### config.mk
export PLATFORM = sky130hd
export DESIGN_NAME = graph_result_packer
export DESIGN_NICKNAME = d
export VERILOG_FILES = /design/src/rtl/graph_result_packer.sv
export SDC_FILE = /design/constraint.sdc
export NUM_CORES = 1
export LEC_CHECK = 0
export CAP_MARGIN = 20
export CORE_MARGIN = 1.5
export CORE_UTILIZATION = 44
export DETAILED_ROUTE_END_ITERATION = 10
export MAX_ROUTING_LAYER = met4
export PLACE_DENSITY = 0.73
export SETUP_SLACK_MARGIN = 0.2
export SYNTH_ARGS = -nofsm -noshare
export SYNTH_HDL_FRONTEND = slang
export SYNTH_SLANG_ARGS = --single-unit
### constraint.sdc
create_clock -name clk -period 3.1 [get_ports clk]
set_input_delay 0.62 -clock clk [delete_from_list [all_inputs] [get_ports clk]]
set_output_delay 0.62 -clock clk [all_outputs]
set_load 0.02 [all_outputs]
### src/rtl/graph_result_packer.sv
// Purpose : serialize one {x,y,z} graph result into a 3-byte frame, plus an optional XOR checksum byte.
// Latency : first byte is valid the cycle after the input transfer; one byte per cycle while out_ready is high.
// Backpr. : in_ready is high only in IDLE; out_* hold steady while out_ready is low.
//
// Ports:
//   clk, rst             - single clock, synchronous active-high reset
//   in_valid/in_ready    - result word handshake; in_x[3:0], in_y[9:0], in_z[7:0]
//   out_valid/out_ready  - byte handshake; out_data[7:0], out_last marks the final byte of a frame
//   frame_cnt[7:0]       - completed frames, wraps modulo 256
module graph_result_packer #(
    parameter int CKSUM_EN = 1
) (
    input  logic       clk,
    input  logic       rst,
    input  logic       in_valid,
    output logic       in_ready,
    input  logic [3:0] in_x,
    input  logic [9:0] in_y,
    input  logic [7:0] in_z,
    output logic       out_valid,
    input  logic       out_ready,
    output logic [7:0] out_data,
    output logic       out_last,
    output logic [7:0] frame_cnt
);

    typedef enum logic [2:0] {
        IDLE = 3'd0,
        B0   = 3'd1,
        B1   = 3'd2,
        B2   = 3'd3,
        CK   = 3'd4
    } state_t;

    state_t state;
    state_t state_nxt;

    // Captured result word; the frame is built only from this, so upstream
    // may change its inputs freely once the word has been accepted.
    logic [3:0] hold_x;
    logic [9:0] hold_y;
    logic [7:0] hold_z;

    logic [7:0] byte0;
    logic [7:0] byte1;
    logic [7:0] byte2;
    logic [7:0] byte_ck;

    logic in_xfer;
    logic out_xfer;

    assign byte0   = hold_z;
    assign byte1   = hold_y[7:0];
    assign byte2   = {hold_x, 2'b00, hold_y[9:8]};
    assign byte_ck = byte0 ^ byte1 ^ byte2;

    assign in_xfer  = in_valid && in_ready;
    assign out_xfer = out_valid && out_ready;

    always_ff @(posedge clk) begin
        if (rst) begin
            state     <= IDLE;
            hold_x    <= '0;
            hold_y    <= '0;
            hold_z    <= '0;
            frame_cnt <= '0;
        end else begin
            state <= state_nxt;
            if (in_xfer) begin
                hold_x <= in_x;
                hold_y <= in_y;
                hold_z <= in_z;
            end
            if (out_xfer && out_last) begin
                frame_cnt <= frame_cnt + 8'd1;
            end
        end
    end

    always_comb begin
        state_nxt = state;
        in_ready  = 1'b0;
        out_valid = 1'b0;
        out_data  = 8'h00;
        out_last  = 1'b0;
        case (state)
            IDLE: begin
                // rst gating keeps in_ready low on every reset cycle, even
                // though the state register is already IDLE.
                in_ready = !rst;
                if (in_valid && !rst) begin
                    state_nxt = B0;
                end
            end
            B0: begin
                out_valid = 1'b1;
                out_data  = byte0;
                if (out_ready) begin
                    state_nxt = B1;
                end
            end
            B1: begin
                out_valid = 1'b1;
                out_data  = byte1;
                if (out_ready) begin
                    state_nxt = B2;
                end
            end
            B2: begin
                out_valid = 1'b1;
                out_data  = byte2;
                out_last  = (CKSUM_EN == 0);
                if (out_ready) begin
                    state_nxt = (CKSUM_EN != 0) ? CK : IDLE;
                end
            end
            CK: begin
                out_valid = 1'b1;
                out_data  = byte_ck;
                out_last  = 1'b1;
                if (out_ready) begin
                    state_nxt = IDLE;
                end
            end
            default: begin
                state_nxt = IDLE;
            end
        endcase
    end

endmodule
# Yosys cells after proc, flatten, opt, wreduce, memory -nomap -nowiden
# Cells that the tools add are included.
[totals]
inputBits = 26
reg_bits = 33
[op_classes]
n_addsub = 1
bitwise = 2
muxes = 10
eq_ne = 9
n_reduce_logical = 8
[op_table]
columns = ["cell", "count"]
rows = [
  ["$pmux W8 S4", 1],
  ["$xor A8 B8 Y8", 2],
  ["$mux W3", 5],
  ["$pmux W3 S5", 1],
  ["$ne A2 B2 Y1 const B", 5],
  ["$add A8 B1 Y8 const B", 1],
  ["$eq A3 B2 Y1 const B", 2],
  ["$reduce_and A5 Y1", 1],
  ["$logic_and A1 B1 Y1", 4],
  ["$reduce_or A4 Y1", 1],
  ["$eq A3 B1 Y1 const B", 1],
  ["$eq A3 B3 Y1 const B", 1],
  ["$logic_not A3 Y1", 1],
  ["$mux W1", 3],
  ["$logic_not A1 Y1", 1],
]

# Longest topological paths before layout
# Gate-level depths: netlist (run 1).
[depth]
word_depth = 5
mapped_depth = 5
ltp_nobuf = 4

# Least setup slack after synthesis (run 1)
# Ideal clock, no wire load.
[synth_path]
path_type = "reg-to-output"
from = "register state[1]"
to = "output port out_data[0]"
slack_ns = 1.049
stages_incl_launch_ff = 6
path_buffers = 2
t_arrival_ns = 1.431
path_cell_list = "dfxtp_1 buf_6 buf_2 nor2b_1 a22oi_1 o2bb2ai_1"
[synth_via]
elab_chain_cells = 2
[synth_rtl]
columns = ["item", "line_no", "source"]
rows = [
  ["start, declared", "35", "state_t state;"],
  ["start signal, assigned", "68", "state <= state_nxt;"],
  ["$eq A3 B3 Y1 (tied with other cells)", "86", "case (state)"],
  ["$pmux W8 S4 (*)", "86", ""],
  ["end, declared", "22", "output logic [7:0] out_data,"],
]
# Every way passes the cells marked *; elsewhere a longest branch is shown, timed or not.

# Final worst setup path (run 1)
# Same ends and word-level chain as after synthesis.

==> results of run 1 <==
[per-stage QoR]
stage	power (mW)	setup WS (ns)	area, um2	hold WS, ns	utilization, %
after detailed placement	0.702	0.529	2250	0.496	59.7
after floorplan	0.626	1.05	1780	0.558	-
after CTS	1.05	0.201	2350	0.506	62.4
after global placement	0.698	0.569	2250	0.473	59.7
after global routing	1.10	0.255	2360	0.542	62.7
final	1.05	0.402	2360	0.500	62.7
[routing by layer]
| metal | GRT usage (%) | up-vias | share of wire [%] |
|---|---|---|---|
| met2 | 35.8 | 30 | 52 |
| met5 | - | - | 0 |
| met1 | 23.1 | 680 | 44 |
| li1 | - | 712 | - |
| met3 | 5.07 | 4 | 3.4 |
| met4 | 3.06 | 0 | 0.65 |
[registers in the layout (all words and copies together) (netlist names)]
| name | flops |
|---|---|
| hold_y | 10 |
| byte0 | 8 |
| hold_x | 4 |
| state | 3 |
| frame_cnt | 8 |
[worst paths after layout]
kind,to,startpoint
max,out_data[0],state[1]
min,frame_cnt[5],frame_cnt[5]
max reg2reg,frame_cnt[7],state[1]
min reg2reg,frame_cnt[5],frame_cnt[5]
[final cells by class]
cell class | instances | area (um2)
clock inverter | 1 | 5.00
inverter | 3 | 11.3
sequential | 33 | 663
multi-input combinational | 130 | 1060
clock buffer | 7 | 96.3
tap | 48 | 60.1
timing repair buffer | 48 | 470
fill | 342 | 1410
[cells in the mapped netlist, types with 3 or more instances]
| library cell | count | share of area [%] |
|---|---|---|
| a21oi_1 | 7 | 2.0 |
| a22oi_1 | 8 | 3.4 |
| buf_2 | 4 | 1.1 |
| clkbuf_1 | 3 | 0.63 |
| dfxtp_1 | 33 | 37 |
| inv_1 | 3 | 0.63 |
| mux2_2 | 30 | 19 |
| nand2_1 | 7 | 1.5 |
| nor2_1 | 3 | 0.63 |
| nor2b_1 | 26 | 9.1 |
| o21ai_0 | 4 | 1.1 |
| o2bb2ai_1 | 6 | 2.9 |
| o31ai_1 | 4 | 1.7 |
| or4_1 | 4 | 1.7 |
| xnor2_1 | 13 | 6.4 |
| xor2_1 | 4 | 2.0 |
[worst max-delay path, cell delays in order (launching register included)]
cell,delay [ns]
dfxtp_2,0.44
buf_4,0.22
mux2_2,0.34
a22oi_1,0.14
o2bb2ai_1,0.10
clkdlybuf4s50_1,0.55
[cells by family (layout without fill, tap and decap cells)]
logic type      Yosys count  after routing  synth area share (%)
simple gates             53             53                  19.8
mux                      30             30                  18.9
xor+xnor                 17             17                  8.35
compound gates           29             29                  11.1
buf+inv                  14             59                  4.07
fa+ha+maj                 1              1                 0.702
flops                    33             33                  37.1
[power groups by stage]
stage / clock network [mW] / registers (mW) / logic [mW]
after global placement: 0 / 0.493 / 0.205
final: 0.350 / 0.488 / 0.207
after floorplan: 0 / 0.480 / 0.147
after detailed placement: 0 / 0.495 / 0.207
after CTS: 0.360 / 0.486 / 0.208
after global routing: 0.381 / 0.492 / 0.226
[repair_timing]
item | CTS | global route
resized for setup | 0 | 4
hold buffers | 0 | 0
endpoints found under the setup margin | 0 | 9
setup buffers | 0 | 0
==> impl_metrics.ini, run 1 <==
[synth]
ys_warn_count = 0
ys_ff_latch = 33
syn_area_mm2 = 0.00178
synth-edff-count = 0
synth_seq_area_share_pct = 37.1
ys_types = 30
ys.flop_type = dfxtp_1
avgSynthCellArea_um2 = 10.1
async_flop_share_pct = 0
syn_inst = 177
synthesis.nets = 204

[clock_tree]
cts_max_level = 2
clkSinkCount = 33
cts_tree = built
cts.clk_slew.worst_paths_ns = 0.07
clkLatencyLatePin_ns = 0.28
cts_root_buf = clkbuf_8
cts_buffer_depth = 2
cts_inserted_buffers = 5

[setup_path]
reg2reg_depth = 4
cp-start-kind = flop
crit_fanout = 10
crit_type = reg -> out
crit_path_end_kind = output port
r2r_setup_slack_ns = 1.29
cp.arrival_ns = 2.08
critPathRequiredTime_ns = 2.48

[power_and_ir_drop]
combPwrFrac_pct = 19.8
p_clk_share_pct = 33.5
pwr-share-seq_pct = 46.7
internal_power_mw = 0.783
power.density_mw_per_mm2 = 442
leakage_nw = 0.846
switchingPower_mw = 0.263
p_sw_share_pct = 25.1
ir_worst_vdd_v = 0.000297

[layout]
finalNonFillerCells = 270
final_cell_mix = clkdlybuf4s50_1 (44), dfxtp_1 (31), mux2_2 (30)
drive_gt1_share_pct = 21.6
finalNetCount = 248
final_common_cell = clkdlybuf4s50_1
area_growth_pct = 32.6
diodes = 0

[routing]
first_iter_violations = 61
drc = 0
avgViaCountPerCell = 5.28
wl_per_cell_um = 14.3
first_pass_iters = 4
vias = 1426
ant_nets = 0
routed_wl_um = 3870

[floorplan]
start_util_pct = 47.3
core_area_mm2 = 0.00377
die_x_um = 66.7
fp.dieH_um = 66.7
dieArea_mm2 = 0.00444
num_rows = 22
ios = 45

[placed_design]
placedCellCount = 262
post-dp-hpwl_um = 2780
gp_congestion = 0.805
numPortBuffers = 44

[sta]
relSlewSlack_pct = 68.9
setup_viol = 0
setup_tns_ns = 0
tightest_slew_ns = 0.467
fmax_mhz = 371
maxSlewViolCount = 0
grt_setup_unrepaired = false
post-route-min-period_ns = 2.70
fin_skew_ns = 0.00490
hold_viol_final = 0
period_share_pct = 87.0

[grt]
antenna_found_initial = 0
grt_max_degree = 35
grt_util_all_layers_pct = 20.0
grt_pass1_vias = 1505
grt-ovfl-total = 0
grt_pass1_wl_um = 6720

[run]
maxCapViolations = 0

[hold_path]
hold_class = reg -> reg
min_path_cells = 2

[outcome]
status = finished, final reports clean
(Power assumes the default switching activity.)
==> run 2: changes to the inputs <==
- GPL_ROUTABILITY_DRIVEN: not set -> 0
==> results of run 2 <==
Final layout, timing and power as in run 1 (identical DEF).
==> run 3: changes to the inputs <==
- CORE_UTILIZATION: 44 -> 52
- PLACE_DENSITY: 0.73 -> 0.84
==> impl_metrics.ini, run 3 (same netlist as run 1, synthesis figures left out) <==
[outcome]
status = finished, final reports clean

[layout]
multi_input_area_mm2 = 0.00105
regArea_um2 = 666
final_cell_mix = clkdlybuf4s50_1 (44), dfxtp_1 (31), mux2_2 (30)
finalNetCount = 249
fin_area_mm2 = 0.00232
area_growth_pct = 30.1
largest_reg_flops = 10
diodes = 0
utilization_pct = 70.1
top_register = hold_y
drive_gt1_share_pct = 21.2
final_common_cell = clkdlybuf4s50_1
fillerInstances = 281

[sta]
fin_hold_ws_ns = 0.516
relSlewSlack_pct = 56.2
worst_slack_ns = 0.317
grt_setup_unrepaired = false
setup_viol = 0
period_share_pct = 89.8
tightest_slew_ns = 0.654
post-route-min-period_ns = 2.78
fin_skew_ns = 0.0129
hold_viol_final = 0
setup_tns_ns = 0
fmax_mhz = 359
maxSlewViolCount = 0

[routing]
drt-met1-wl_um = 1640
first_pass_iters = 4
ant_nets = 0
first_iter_violations = 104
top_layer_used = met4
avgViaCountPerCell = 5.55
wl_met2_um = 1970
met3WireLength_um = 201
drc = 0
wl_per_cell_um = 14.6
vias = 1487
routed_wl_um = 3920

[power_and_ir_drop]
ir_worst_vdd_v = 0.000244
leakage_nw = 0.830
power.density_mw_per_mm2 = 407

[setup_path]
r2r_end = hold_y[0]
worstReg2RegStart = state[0]
cp.arrival_ns = 2.16
cp-start-kind = flop
r2r_setup_slack_ns = 1.50
critPathRequiredTime_ns = 2.48
critPathLaunch = state[0]
reg2reg_depth = 5
crit_type = reg -> out
crit_path_end_kind = output port
crit_fanout = 9
critPathCapture = out_data[6]

[clock_tree]
cts_inserted_buffers = 5
clkSinkCount = 33
post-cts-setup-buffer-count = 0
cts_root_buf = clkbuf_4
clkLatencyLatePin_ns = 0.34
cts.clk_slew.worst_paths_ns = 0.10
cts_max_level = 2
cts_buffer_depth = 2
cts_tree = built

[grt]
grt_pass1_wl_um = 6070
grt_pass1_vias = 1395
grt_util_all_layers_pct = 22.8
grt-ovfl-total = 0
antenna_found_initial = 0
grt_max_degree = 35

[floorplan]
core_area_mm2 = 0.00331
start_util_pct = 53.9
fp.dieH_um = 61.6
num_rows = 21
die_x_um = 61.6
dieArea_mm2 = 0.00379
ios = 45

[placed_design]
preCtsSetupSlack_ns = 0.324
postPlaceCellArea_mm2 = 0.00226
numPortBuffers = 44
post-dp-hpwl_um = 2780

[hold_path]
hold_class = reg -> reg

[run]
maxCapViolations = 0
-- run 3: changes by cell type in the layout (fill, tap and decap cells not counted) --
cell      change
clkbuf_8      -6
clkbuf_4      +5
buf_4         +1
clkbuf_1      +1
clkinv_2      -1
dfxtp_2       -1
dfxtp_4       +1
nor3b_2       +1
nor3b_4       -1
-- run 3: layer usage --
metal / vias to the layer above / global-route usage [%]
met1: 695 / 26.2
met3: 16 / 7.77
met4: 0 / 10.3
met2: 59 / 35.8
met5: - / -
li1: 717 / -
-- run 3: timing repair --
| action | 4_1_cts | 5_1_grt |
|---|---|---|
| setup endpoints to repair | 8 | 8 |
| gates resized for setup | 2 | 2 |
| hold buffers | 0 | 0 |
-- run 3: where the power goes --
part           total (mW)  internal [mW]  switching, mW
Clock               0.248          0.107          0.141
Combinational       0.213          0.130         0.0826
Sequential          0.485          0.453         0.0317
Total               0.945          0.690          0.255
-- run 3: how the worst min path moves through the flow --
| stage | startpoint | to | depth (start not counted) |
|---|---|---|---|
| floorplan | frame_cnt[1] | frame_cnt[1] | 2 |
| global placement | frame_cnt[1] | frame_cnt[1] | 2 |
| detailed placement | frame_cnt[1] | frame_cnt[1] | 2 |
| CTS | frame_cnt[1] | frame_cnt[1] | 2 |
| global route | frame_cnt[5] | frame_cnt[5] | 2 |
| finish | frame_cnt[1] | frame_cnt[1] | 2 |
-- run 3: critical path, cell delays in order (launching register included) --
cell and delay (ns):
dfxtp_2 0.40, nor3b_2 0.59, o2bb2ai_1 0.21, clkdlybuf4s50_1 0.63
-- run 3: layout make-up --
cell class,count,area share (%)
clock buffer,7,2.37
inverter,3,0.485
multi-input combinational,130,45.4
sequential,33,28.7
tap,46,2.48
timing repair buffer,49,20.6
-- run 3: through the flow --
step           std cells  power [mW]
2_1_floorplan        177       0.626
3_3_place_gp         261       0.696
3_5_place_dp         261       0.705
4_1_cts              268       0.953
5_1_grt              268       0.988
6_report             268       0.945
